File: config.mk
export PLATFORM = sky130hd
export DESIGN_NAME = prach_hb1_sched
export DESIGN_NICKNAME = d
export VERILOG_FILES = /design/src/rtl/prach_hb1_sched.sv
export SDC_FILE = /design/constraint.sdc
export NUM_CORES = 1
export LEC_CHECK = 0
export CORE_MARGIN = 2
export CORE_UTILIZATION = 45
export DETAILED_ROUTE_END_ITERATION = 8
export GPL_ROUTABILITY_DRIVEN = 1
export SETUP_SLACK_MARGIN = 0.05
export SLEW_MARGIN = 20
export SYNTH_ARGS = -nofsm -noshare
export SYNTH_HDL_FRONTEND = slang
export SYNTH_SLANG_ARGS = --single-unit
File: constraint.sdc
create_clock -name clk -period 6.45 [get_ports clk]
set_clock_uncertainty 0.2 [all_clocks]
set_input_delay 0.645 -clock clk [delete_from_list [all_inputs] [get_ports clk]]
set_output_delay 0.645 -clock clk [all_outputs]
set_load 0.05 [all_outputs]
File: src/rtl/prach_hb1_sched.sv
// Front-end scheduler for the TDM hb1 half-band stage: pairs even/odd samples
// per channel, aligns frame sync, gates disabled channels and counts drops.
module prach_hb1_sched #(
    parameter int NUM_CH = 16,
    parameter int DW     = 16,
    parameter int CW     = 8
) (
    input  logic              clk,
    input  logic              rst_n,
    input  logic [DW-1:0]     din_dq,
    input  logic              din_dv,
    input  logic [CW-1:0]     din_chn,
    input  logic              sync_in,
    input  logic [NUM_CH-1:0] ch_en,
    output logic [DW-1:0]     dout_dp1,
    output logic [DW-1:0]     dout_dp2,
    output logic              dout_dv,
    output logic [CW-1:0]     dout_chn,
    output logic              sync_out,
    output logic [15:0]       drop_cnt,
    output logic              err_chn
);

    localparam int IW = (NUM_CH > 1) ? $clog2(NUM_CH) : 1;

    logic [NUM_CH-1:0] phase_reg;
    logic [NUM_CH-1:0] phase_next;
    logic [NUM_CH-1:0] hit;
    logic [NUM_CH-1:0] phase_eff;

    logic [DW-1:0]     store_mem [NUM_CH];

    logic [IW-1:0]     chn_idx;
    logic              tag_ok;
    logic              chn_enabled;
    logic              sel_phase;
    logic              accept;
    logic              issue;
    logic              store_wr;
    logic              drop;
    logic [15:0]       drop_cnt_next;

    logic [DW-1:0]     dp1_reg;
    logic [DW-1:0]     dp2_reg;
    logic              dv_reg;
    logic [CW-1:0]     chn_reg;
    logic              sync_reg;
    logic [15:0]       drop_cnt_reg;
    logic              err_reg;

    assign chn_idx     = din_chn[IW-1:0];
    assign tag_ok      = ({1'b0, din_chn} < (CW+1)'(NUM_CH));
    assign chn_enabled = tag_ok & ch_en[chn_idx];

    // sync_in clears every phase before the same-cycle sample is looked at
    assign sel_phase   = phase_reg[chn_idx] & ~sync_in;

    assign accept      = din_dv & chn_enabled;
    assign issue       = accept & sel_phase;
    assign store_wr    = accept & ~sel_phase;
    assign drop        = din_dv & ~chn_enabled;

    assign drop_cnt_next = (drop && drop_cnt_reg != 16'hFFFF) ? drop_cnt_reg + 16'd1
                                                              : drop_cnt_reg;

    // Per-channel phase: toggles on an accepted sample, forced even on a
    // sample arriving while disabled, untouched by bad tags.
    generate
        for (genvar gi = 0; gi < NUM_CH; gi++) begin : g_phase
            assign hit[gi]        = din_dv & tag_ok & (chn_idx == IW'(gi));
            assign phase_eff[gi]  = phase_reg[gi] & ~sync_in;
            assign phase_next[gi] = hit[gi] ? (ch_en[gi] & ~phase_eff[gi])
                                            : phase_eff[gi];
        end
    endgenerate

    // Store holds the even sample; contents need no reset.
    always_ff @(posedge clk) begin
        if (store_wr) begin
            store_mem[chn_idx] <= din_dq;
        end
    end

    always_ff @(posedge clk or negedge rst_n) begin
        if (!rst_n) begin
            phase_reg    <= '0;
            dp1_reg      <= '0;
            dp2_reg      <= '0;
            dv_reg       <= 1'b0;
            chn_reg      <= '0;
            sync_reg     <= 1'b0;
            drop_cnt_reg <= '0;
            err_reg      <= 1'b0;
        end else begin
            phase_reg    <= phase_next;
            dv_reg       <= issue;
            sync_reg     <= sync_in;
            err_reg      <= din_dv & ~tag_ok;
            drop_cnt_reg <= drop_cnt_next;
            if (issue) begin
                dp1_reg <= din_dq;
                dp2_reg <= store_mem[chn_idx];
                chn_reg <= din_chn;
            end
        end
    end

    assign dout_dp1 = dp1_reg;
    assign dout_dp2 = dp2_reg;
    assign dout_dv  = dv_reg;
    assign dout_chn = chn_reg;
    assign sync_out = sync_reg;
    assign drop_cnt = drop_cnt_reg;
    assign err_chn  = err_reg;

endmodule
* After elaboration in Yosys (flattened, before gate mapping)
Memory sizes are Yosys's and may differ from the RTL's. A register that Yosys moved wholly into a read port is not among the register bits.
Cells that the tools add are included.
** Word-level totals
- Input bits :: 44
- Word-level logic and storage cells :: 128
- Bits in writable memories :: 256
- Output and inout bits :: 59
- Bits in registers :: 59
- Memories :: 1
** Operators by class
- Reductions and logical operators :: 3
- Mux-type cells :: 22
- Add/sub/neg operators :: 1
- Eq/ne operators :: 16
- Bitwise logic cells :: 76
- $lt $le $gt $ge :: 2
** Memories
- store_mem :: words 16, bits a word 16, read ports 1, clocked after memory_dff 1, write ports 1, RTL line 31 : logic [DW-1:0] store_mem [NUM_CH];
** Operators with widths (number)
- 1-bit bitwise AND :: 56
- 4-bit equality test (second input constant) :: 8
- 1-bit 2-to-1 mux :: 20
- 1-bit NOT :: 20
- 16-bit by 1-bit adder with 16-bit output (second input constant) :: 1
- 4-bit by 3-bit equality test with 1-bit output (second input constant) :: 4
- 16-bit inequality test (second input constant) :: 1
- 1-bit binary-select mux with 4-bit select :: 2
- 4-bit by 2-bit equality test with 1-bit output (second input constant) :: 2
- 8-bit by 5-bit < comparator with 1-bit output (second input constant) :: 1
- 4-bit by 5-bit < comparator with 1-bit output (second input constant) :: 1
- 4-bit by 1-bit equality test with 1-bit output (second input constant) :: 1
- 4-bit zero test :: 1
- 1-bit logical AND :: 1
- 1-bit zero test :: 1

* Longest topological paths before layout
- Word-level depth :: 7
- Gate-level depth with buffers :: 9
- Mapped depth without buffers :: 7

* Least setup slack after synthesis
OpenSTA, ideal clock, no wires.
- Kind :: input to register
- Start :: in din_chn[3]
- End :: mem store_mem[3][0] (enable)
- Setup time :: 0.409 ns
- Data required time :: 5.841 ns
- Cell stages on the path :: 7
- Path slack :: 2.681 ns
- Path buffers :: 1
- Arrival :: 3.160 ns
- Cells stage by stage :: buf_2 and2b_1 a221oi_1 a22oi_2 nor4_2 nand3_1 nor3_1
** Between the ends
- Cells in the longest elaborated chain, start to end :: 7
- Elaborated cells on any way between the ends :: 12
- Those cells by class :: order compare: 1; mux: 6; bitwise: 5
** Ends and longest elaborated chain
- start: declaration :: RTL line 12 : input logic [CW-1:0] din_chn,
- 1-bit binary-select mux with 4-bit select, on equally long branches :: RTL line 53, 56
- 1-bit 2-to-1 mux, on equally long branches :: RTL line 53, 56
- 1-bit bitwise AND, on equally long branches :: RTL line 53, 56
- 1-bit bitwise AND or 1-bit NOT (tied branches) :: RTL line 58, 60
- 1-bit bitwise AND :: RTL line 60 : assign store_wr = accept & ~sel_phase;
- 1-bit 2-to-1 mux :: RTL line 79 : if (store_wr) begin
- 1-bit 2-to-1 mux (not written as such) :: RTL line 80 : store_mem[chn_idx] <= din_dq;
- end: declaration :: RTL line 31
Parallel ways exist; a longest one is shown, timed or not. The select of a mux whose other input is x is not followed.

* Worst setup path after layout
- Start :: in din_chn[3]
- End :: reg dp2_reg[12], in the netlist dout_dp2[12] (read register of store_mem)
** Between the ends
- Cells in the longest elaborated chain, start to end :: 5
- Elaborated cells on any way between the ends :: 9
- Those cells by class :: order compare: 1; mux: 4; bitwise: 4
** Ends and longest elaborated chain
- 1-bit binary-select mux with 4-bit select :: RTL line 53 : assign chn_enabled = tag_ok & ch_en[chn_idx];
- 1-bit 2-to-1 mux (not written as such) :: RTL line 53
- 1-bit bitwise AND :: RTL line 53
- 1-bit bitwise AND :: RTL line 58 : assign accept = din_dv & chn_enabled;
- 1-bit bitwise AND :: RTL line 59 : assign issue = accept & sel_phase;
- end: declaration :: RTL line 44 : logic [DW-1:0] dp2_reg;
Parallel ways exist; a longest one is shown, timed or not. The select of a mux whose other input is x is not followed.
A chain may end at the register's enable or synchronous reset.

==> results.tsv <==
metric	value	unit
Syn Area/Cell	19.7	um2
GR Util met2	32.0	%
die area	0.0307	mm2
Max stage delay on crit path	870	ps
Clock Sinks	331	
Power, Total	0.00493	W
Longest Clk Path Bufs	3	
cell count after synthesis	670	
starting density of the core	45.9	%
WP data required	6640	ps
vias in the first global route	7167	
met3 GRT Util	3.51	%
Crit Path Class	in -> reg	
syn nets	715	
number of flops mapped to enable cells by yosys	256	
CTS tree	built	
grt ovf	0	
Max Slew Vio Count	0	
TritonCTS buffer count	36	
global-route wire length before repair	43.6	mm
drt pass-1 iters	5	
P per Cell Area	311	mW/mm2
vias per cell	5.53	
I/O Buffers	102	
# setup viols final	0	
Unique masters post-synth	42	
CTS root buf	clkbuf_16	
die width	175	um
core footprint	0.0288	mm2
Max-Cap Viols	0	
Setup Buffers After CTS	0	
post-synth top area cell	edfxtp_1	
setup TNS	0	ps
grt peak-use layer	met2	
VDD IR max	0.000186	V
failing checks	hold timing	
post-layout min period	4060	ps
worst-path maximum fanout	24	
GRT Util Overall	19.1	%
Residual DRC	0	
Most used DFF post-synth	edfxtp_1	
unrepaired setup endpoints after global routing	false	
WL final	28.5	mm
Resized cells post-CTS	0	
top-area cell type share of the netlist area	58.2	%
synthesized flop and latch total	331	
CTS Hold Bufs	0	
gpl congestion	0.829	
critical-path cell list	clkdlybuf4s50_1 > and2b_1 > a221oi_1 > a22oi_2 > nor3_4 > buf_4 > mux2_2	
Worst slew margin	29.9	%
initial antenna violation count	0	
clock latency on the worst-skew pair	510	ps
f_max	246	MHz
Final ANT Viol Nets	0	
Slowest-stage cell, CP	nor3_4	
critical path endpoint category	flip-flop	
Crit path arrival time	4240	ps
final period utilization	62.9	%
layout cell share with drive strength beyond 1	24.2	%
Top reg by flops	store_mem	
Seq/Total Area, Yosys	72.4	%
DR vias	6694	
largest net degree at the start of global routing	76	
crit path launch type	input port	
grt met1 use	26.4	%
worst-margin pin slew	1050	ps
Final Hold Vio Count	35	
Iter 0 DRT Violations	533	
commonest cells in the netlist	edfxtp_1, mux4_2, dfrtp_1	
status	finished, violations left	
mapped cell area	0.0132	mm2
row count	62	
synth warn	0	
Die Y	175	um
max FFs per register	256	
WL per Instance	23.6	um
Leakage	5.67	nW
Layout area overhead	20.1	%
io pins	103	
Synth area leaders	edfxtp_1, dfrtp_1, mux4_2	
HPWL after DPL	17.1	mm
hold slack final	-31.7	ps
diodes inserted	0	
Clock Pin Slew Worst Setup and Hold Paths	60	ps
asr flop ratio synth	22.7	%
CTS H-tree depth	2	
most common cell in the netlist	edfxtp_1	
Hold Path Class	in -> async	
Nets	845	
## power breakdown
part           internal, W  switching, W
registers          0.00234     0.0000380
logic             0.000185      0.000292
clock network      0.00128      0.000796
total              0.00380       0.00113
## through the flow
step	utilization, %	instances	area [um2]	setup slack [ps]
after global placement	50.9	1146	14700	1910
final	55.1	1210	15900	2390
after detailed placement	50.9	1146	14700	1810
after floorplan	-	670	13200	2680
after global routing	55.1	1210	15900	2100
after CTS	55.1	1210	15900	2350
## metal layers
layer	part of all wire [%]	wire length (um)
met1	43	12100
met2	50	14300
met3	5.9	1680
met5	0	0
met4	1.4	386
## critical path, delay by kind of cell
kind	cells	cell delay, ps
AO/OA/AOI/OAI	2	530
buffers and inverters	2	1340
multiplexers	1	380
AND/OR/NAND/NOR	2	1330
## kinds of logic (layout without fill, tap and decap cells)
kind of cell    after synthesis  after routing  share of synthesized area [%]
buf+inv                      36            192                           1.74
fa+ha+maj                     1              1                         0.0947
simple gates                127            127                           4.82
mux                         146            146                           19.0
xor+xnor                     14             14                          0.929
compound gates               15             15                          0.976
flops                       331            331                           72.4
## path summary, 6_finish.rpt
kind | endpoint | cells past startpoint | slack (ps) | startpoint
max | dout_dp2[12]$_DFFE_PN0P_ | 7 | 2390 | din_chn[3]
min | dout_dp2[15]$_DFFE_PN0P_ | 1 | -30 | rst_n
max reg2reg | dout_dp2[12]$_DFFE_PN0P_ | 7 | 3330 | phase_reg[15]$_DFF_PN0_
min reg2reg | dout_dp1[4]$_DFFE_PN0P_ | 1 | 290 | dout_dp1[4]$_DFFE_PN0P_
max in group asynchronous | dout_dp2[14]$_DFFE_PN0P_ | 1 | 5570 | rst_n
min in group clk | dout_dp1[4]$_DFFE_PN0P_ | 1 | 290 | dout_dp1[4]$_DFFE_PN0P_
## layout by cell type, fill, tap and decap left out, types with 22 or more instances in the layout
master | Yosys | routed
mux4_2 | 80 | 80
edfxtp_1 | 256 | 256
mux2_2 | 34 | 34
nor2_1 | 23 | 23
mux2i_1 | 28 | 28
nand2_1 | 36 | 36
clkbuf_16 | 0 | 37
dfrtp_1 | 75 | 75
clkdlybuf4s50_1 | 0 | 98
buf_4 | 7 | 22
## final cells by class
cell class	count	area [um2]
clock buffers	47	983
flip-flops and latches	331	9560
fillers	2203	12900
clock inverters	17	214
inverters	6	22.5
multi-input cells	303	3430
repair buffers	122	1160
well taps	384	480
Power figures use the tool's default switching activity.
